==> config.mk <==
export PLATFORM = sky130hd
export DESIGN_NAME = subgroup_rr_scheduler
export DESIGN_NICKNAME = d
export VERILOG_FILES = /design/src/rtl/subgroup_rr_scheduler.sv
export SDC_FILE = /design/constraint.sdc
export NUM_CORES = 1
export LEC_CHECK = 0
export CAP_MARGIN = 20
export CORE_MARGIN = 10
export CORE_UTILIZATION = 51
export CTS_CLUSTER_SIZE = 40
export DETAILED_ROUTE_END_ITERATION = 8
export GPL_ROUTABILITY_DRIVEN = 0
export PLACE_DENSITY_LB_ADDON = 0.1
export REMOVE_ABC_BUFFERS = 1
export SYNTH_ARGS = -nofsm -noshare
export SYNTH_HDL_FRONTEND = slang
export SYNTH_SLANG_ARGS = --single-unit
==> constraint.sdc <==
create_clock -name clk -period 3.8 [get_ports clk]
set_clock_uncertainty 0.2 [all_clocks]
set_input_delay 0.57 -clock clk [delete_from_list [all_inputs] [get_ports clk]]
set_output_delay 0.57 -clock clk [all_outputs]
set_load 0.05 [all_outputs]
==> src/rtl/subgroup_rr_scheduler.sv <==
// Round-robin grant of one shared resource slot among the NUM_REQ children of a
// hierarchy node; a grant ends on done, on the holder dropping its request, or on a hold timeout.
module subgroup_rr_scheduler #(
    parameter int NUM_REQ  = 5,
    parameter int MAX_HOLD = 16,
    parameter int IDX_W    = $clog2(NUM_REQ),
    parameter int CNT_W    = $clog2(MAX_HOLD)
) (
    input  logic               clk,
    input  logic               rst,
    input  logic [NUM_REQ-1:0] req,
    input  logic               done,
    output logic [NUM_REQ-1:0] gnt,
    output logic [IDX_W-1:0]   gnt_idx,
    output logic               busy,
    output logic               timeout,
    output logic [CNT_W-1:0]   hold_cnt
);

    typedef enum logic {
        IDLE  = 1'b0,
        GRANT = 1'b1
    } state_t;

    state_t             state, state_nx;
    logic [IDX_W-1:0]   ptr, ptr_nx;
    logic [NUM_REQ-1:0] gnt_nx;
    logic [IDX_W-1:0]   gnt_idx_nx;
    logic               busy_nx;
    logic               timeout_nx;
    logic [CNT_W-1:0]   hold_cnt_nx;

    // Wrap-around search split in two: lowest request at or above ptr wins,
    // otherwise the lowest request overall.
    logic               hi_found, lo_found;
    logic [IDX_W-1:0]   hi_idx, lo_idx, sel_idx;

    always_comb begin
        hi_found = 1'b0;
        lo_found = 1'b0;
        hi_idx   = '0;
        lo_idx   = '0;
        for (int k = NUM_REQ - 1; k >= 0; k--) begin
            if (req[k]) begin
                lo_found = 1'b1;
                lo_idx   = IDX_W'(k);
                if (k >= int'(ptr)) begin
                    hi_found = 1'b1;
                    hi_idx   = IDX_W'(k);
                end
            end
        end
        sel_idx = hi_found ? hi_idx : lo_idx;
    end

    logic holder_req;
    logic end_release;
    logic end_hold;

    // gnt is one-hot on the holder, so masking req with it yields the holder's request.
    assign holder_req  = |(req & gnt);
    assign end_release = done || !holder_req;
    assign end_hold    = (hold_cnt == CNT_W'(MAX_HOLD - 1));

    always_comb begin
        state_nx    = state;
        ptr_nx      = ptr;
        gnt_nx      = gnt;
        gnt_idx_nx  = gnt_idx;
        busy_nx     = busy;
        timeout_nx  = 1'b0;
        hold_cnt_nx = hold_cnt;
        case (state)
            IDLE: begin
                hold_cnt_nx = '0;
                if (lo_found) begin
                    state_nx   = GRANT;
                    gnt_nx     = NUM_REQ'(1) << sel_idx;
                    gnt_idx_nx = sel_idx;
                    busy_nx    = 1'b1;
                end
            end
            GRANT: begin
                if (end_release || end_hold) begin
                    state_nx    = IDLE;
                    gnt_nx      = '0;
                    busy_nx     = 1'b0;
                    hold_cnt_nx = '0;
                    // A release in the same cycle as the limit is a normal end, not a revocation.
                    timeout_nx  = end_hold && !end_release;
                    ptr_nx      = (gnt_idx == IDX_W'(NUM_REQ - 1)) ? '0 : gnt_idx + IDX_W'(1);
                end else begin
                    hold_cnt_nx = hold_cnt + CNT_W'(1);
                end
            end
            default: state_nx = IDLE;
        endcase
    end

    always_ff @(posedge clk) begin
        if (rst) begin
            state    <= IDLE;
            ptr      <= '0;
            gnt      <= '0;
            gnt_idx  <= '0;
            busy     <= 1'b0;
            timeout  <= 1'b0;
            hold_cnt <= '0;
        end else begin
            state    <= state_nx;
            ptr      <= ptr_nx;
            gnt      <= gnt_nx;
            gnt_idx  <= gnt_idx_nx;
            busy     <= busy_nx;
            timeout  <= timeout_nx;
            hold_cnt <= hold_cnt_nx;
        end
    end

endmodule

Word-level counts from Yosys, hierarchy flattened --
Index checks and enable logic that the tools add are counted.
Storage, ports and cells: register bits 18, bits in latches 0, memory bits (writable) 0, memory bits (read-only) 0, memories kept 0
Cells by class: add/sub/neg operators 2, $mul 0, div/mod/pow operators 0, $lt $le $gt $ge 5, equal/unequal tests 4, shift-type cells 1, mux-type cells 43, bitwise gates (word level) 3, reductions and logical operators 10
Operator list (count):
- $mux W3 | 17
- $mux W1 | 19
- $mux W5 | 2
- $pmux W5 S2 | 1
- $pmux W4 S2 | 1
- $ge A1 B3 Y1 const A | 2
- $ge A2 B3 Y1 const A | 2
- $reduce_and A2 Y1 | 3
- $and A5 B5 Y5 | 1
- $reduce_or A5 Y1 | 1
- $shl A1 B3 Y5 const A | 1
- $add A4 B1 Y4 const B | 1
- $eq A4 B4 Y1 const B | 1
- $mux W4 | 1
- $pmux W1 S2 | 2
- $add A3 B1 Y3 const B | 1
- $eq A3 B3 Y1 const B | 1
- $ge A3 B3 Y1 const A | 1
- $reduce_or A3 Y1 | 1
- $logic_not A1 Y1 | 2
- $logic_or A1 B1 Y1 | 2
- $ne A2 B1 Y1 const B | 1
- $ne A2 B2 Y1 const B | 1
- $not A1 Y1 | 2
- $logic_and A1 B1 Y1 | 1

Logic depth before layout (Yosys ltp) --
word-level depth 15, gate-level depth with buffers 6, depth with buffers taken out 6

Worst setup path before layout --
OpenSTA, ideal clock, no wires.
path type register to register, from register hold_cnt[0], to register gnt[4], library setup time 0.068 ns, arrival 1.698 ns, path slack 1.834 ns, stages on the path, launching flop included 7, buffers on the path 0, period minus slack after synthesis 1.966 ns, path through dfxtp_1 > ha_1 > and3_1 > a211o_2 > a21oi_4 > nand2_1 > a21oi_2
On the way: longest elaborated chain between the ends 4
Ends and longest elaborated chain:
- start: declaration | RTL line 17 | output logic [CNT_W-1:0] hold_cnt
- start signal: assignment | RTL line 116 | hold_cnt <= hold_cnt_nx;
- $eq A4 B4 Y1 | RTL line 63 | assign end_hold = (hold_cnt == CNT_W'(MAX_HOLD - 1));
- $logic_or A1 B1 Y1 | RTL line 84 | if (end_release || end_hold) begin
- $ne A2 B1 Y1 (no source line)
- $reduce_and A2 Y1 (no source line)
- end signal: assignment | RTL line 112 | gnt <= gnt_nx;
- end: declaration | RTL line 13 | output logic [NUM_REQ-1:0] gnt,
Every way passes these cells. A chain may end at the register's enable or synchronous reset.

Worst setup path after layout --
from register hold_cnt[2], to output port hold_cnt[2]
No word-level cell between the ends.

==> run metrics <==
status=finished, final reports clean; port bufs=21; commonest non-fill, non-tap cell in the layout=clkdlybuf4s50_1; Nets=around 140; Antenna Cells=0; TritonCTS buffer count=3; Fill cells=147; core area=1727 um2; yosys warns=0; Crit. Startpoint=hold_cnt[2]; Clock Sinks=18; P per Cell Area=396.7 nW/um2; H-Tree Depth=1; hold_sp=hold_cnt[0]; die area=between 3000 and 4000 um2; Hold Path Class=reg2reg; Setup crit start kind=flip-flop; Overflow after GRT=0; clock buffer depth=2; Static Leak=0.4296 nW; critical path fanouts, max=5; final period demand of the worst path=about 2.3 ns; Least-Margin Pin Slew=about 0.57 ns; Pre-antenna DRT Iters=4; final setup TNS=0 ns; layout cell share with drive strength beyond 1=0.1163; Logic pwr share=0.287; first-pass GRT wire length=3857 um; Top Family by Delay on Critical Path=buffers and inverters; Finished Core Util=0.6913; Die Height=62.55 um; Vias=909; gr usage total=0.1185; setup bufs post-CTS=0; number of global-route vias before repair=833; CTS resizes=0; WP data required=3.03 ns; pin count of the biggest net entering global routing=15; IO Count=22; M3 GR Usage=0.07527; Synth Area per Inst=8.711 um2; Iteration-0 DRC Markers=34; antenna violations before repair=0; Yosys cell types=39; DRC Markers=0; Die W=~63 um; Clk network pwr share=0.251; Post-DP HPWL=1742 um; Final ANT Viol Nets=0; fmax=426.8 MHz; RSZ-0062 raised after global routing=false; Slew headroom=0.6207; Final Cycle Share=0.6165; Fin. Hold Viols=0; Vias/cell=5.903; endpoint class of the critical path=primary output; Routed wire per std cell=14.50 um; # setup viols final=0; CTS tree=yes; busiest metal layer after global routing=met2; Clock transition at path regs=around 0.1 ns; Arr. time, crit path=1.57 ns; register bit total from synthesis=18; most frequent cells in the layout=clkdlybuf4s50_1 (21), dfxtp_1 (18), nor2_1 (16), nand2_1 (10); Area growth syn-to-layout=29.27%; Critical Path Slowest Stage Cell=clkdlybuf4s50_1; crit path kind=reg2out; Root Driver=clkbuf_4; max-slew violations=0; CTS hold repair buffers=0; slowest stage delay, CP=between 0.8 and 0.9 ns; P_int=~0.31 mW; # rows=15; Net Switching=0.1611 mW; Routed WL=between 2000 and 2500 um; sequential power share=0.462; sequential area share after synthesis=0.3902; Synth Instances=between 100 and 150; M1 GR Usage=0.1331; Worst-Skew Late Latency=0.30 ns; met2 Usage GRT=0.1769; post-synthesis instance area=923.4 um2; IR drop worst, VDD=between 300 and 400 uV; WP buf/inv=1; # Max-Cap Violations=0; initial core utilization=0.5348; reg2reg start=hold_cnt[0]; cells along the critical path=clkdlybuf4s50_1; flop2flop setup slack=1.98 ns; Sw Share=0.3401
[cells by family (layout without fill, tap and decap cells)]
family                     count (synthesis)  count (layout)  share of synthesized area
AOI/OAI and AO/OA                         35              35                     0.3076
xor gates and xnor gates                   2               2                    0.01897
DFF                                       18              18                     0.3902
adders and majority gates                  3               3                    0.04065
muxes                                      1               1                    0.01084
and+or+nand+nor                           38              38                     0.1951
buffers and inverters                      9              32                    0.03659
[final timing paths]
path | end | depth (start not counted)
hold reg to reg | hold_cnt[0] | 1
setup reg to reg | gnt[4] | 6
hold / removal | hold_cnt[0] | 1
setup / recovery | hold_cnt[2] | 1
[Yosys cell counts (all sizes together)]
| master | instances | area share |
|---|---|---|
| a2111oi | 1 | 0.016 |
| a211o | 1 | 0.011 |
| a211oi | 1 | 0.0081 |
| a21boi | 1 | 0.0081 |
| a21o | 2 | 0.016 |
| a21oi | 11 | 0.084 |
| a221oi | 1 | 0.016 |
| a222oi | 1 | 0.011 |
| a22o | 1 | 0.0095 |
| a22oi | 1 | 0.0081 |
| a2bb2oi | 1 | 0.0095 |
| a311oi | 2 | 0.019 |
| a32oi | 3 | 0.028 |
| and3 | 1 | 0.0068 |
| clkbuf | 2 | 0.0081 |
| dfxtp | 18 | 0.39 |
| ha | 3 | 0.041 |
| inv | 7 | 0.028 |
| mux2i | 1 | 0.011 |
| nand2 | 10 | 0.041 |
| nand2b | 1 | 0.0068 |
| nand3 | 3 | 0.016 |
| nand4 | 3 | 0.020 |
| nor2 | 16 | 0.065 |
| nor2b | 1 | 0.0068 |
| nor4 | 1 | 0.014 |
| o2111ai | 1 | 0.0095 |
| o211ai | 1 | 0.0081 |
| o21ai | 4 | 0.030 |
| o21bai | 1 | 0.0081 |
| o22ai | 1 | 0.0068 |
| or3 | 1 | 0.0068 |
| or4 | 1 | 0.012 |
| xnor2 | 1 | 0.0095 |
| xor2 | 1 | 0.0095 |
[cell type report]
type	count	area, um2	area share
clock buffer	4	36.28	0.03040
inverter	7	26.28	0.02201
multi-input combinational	79	529.3	0.4434
sequential	18	360.3	0.3019
tap	25	31.28	0.02621
timing repair buffer	21	210.2	0.1761
[state kept, by name, indices dropped and copies added, names as in the netlist]
| name | count |
|---|---|
| busy | 1 |
| state | 1 |
| hold_cnt | 4 |
| gnt | 5 |
| gnt_idx | 3 |
| ptr | 3 |
| timeout | 1 |
[per-layer routing]
layer | part of all wire | up-vias
met2 | 0.45 | 32
li1 | - | 444
met3 | 0.11 | 7
met5 | 0 | -
met1 | 0.42 | 426
met4 | 0.019 | 0
[per-stage QoR]
step / cell area [um2] / hold WS [ns] / std cells / power (mW) / setup WS, ns
floorplan: 915.9 / 0.2747 / 104 / 0.3113 / 1.836
global placement: 1157 / 0.2449 / 150 / 0.3560 / 1.222
detailed placement: 1157 / 0.2620 / 150 / 0.3585 / 1.160
CTS: 1194 / 0.2889 / 154 / 0.4746 / 1.455
global route: 1194 / 0.3184 / 154 / 0.4954 / 1.400
finish: 1194 / 0.2806 / 154 / 0.4735 / 1.457
[power groups by stage]
stage | registers [mW] | clock network (mW) | logic [mW]
floorplan | 0.250 | 0 | 0.0614
global placement | 0.223 | 0 | 0.133
detailed placement | 0.223 | 0 | 0.136
CTS | 0.219 | 0.120 | 0.137
global route | 0.222 | 0.127 | 0.147
finish | 0.219 | 0.119 | 0.136
Note: power is estimated with default switching activity, not from simulation.
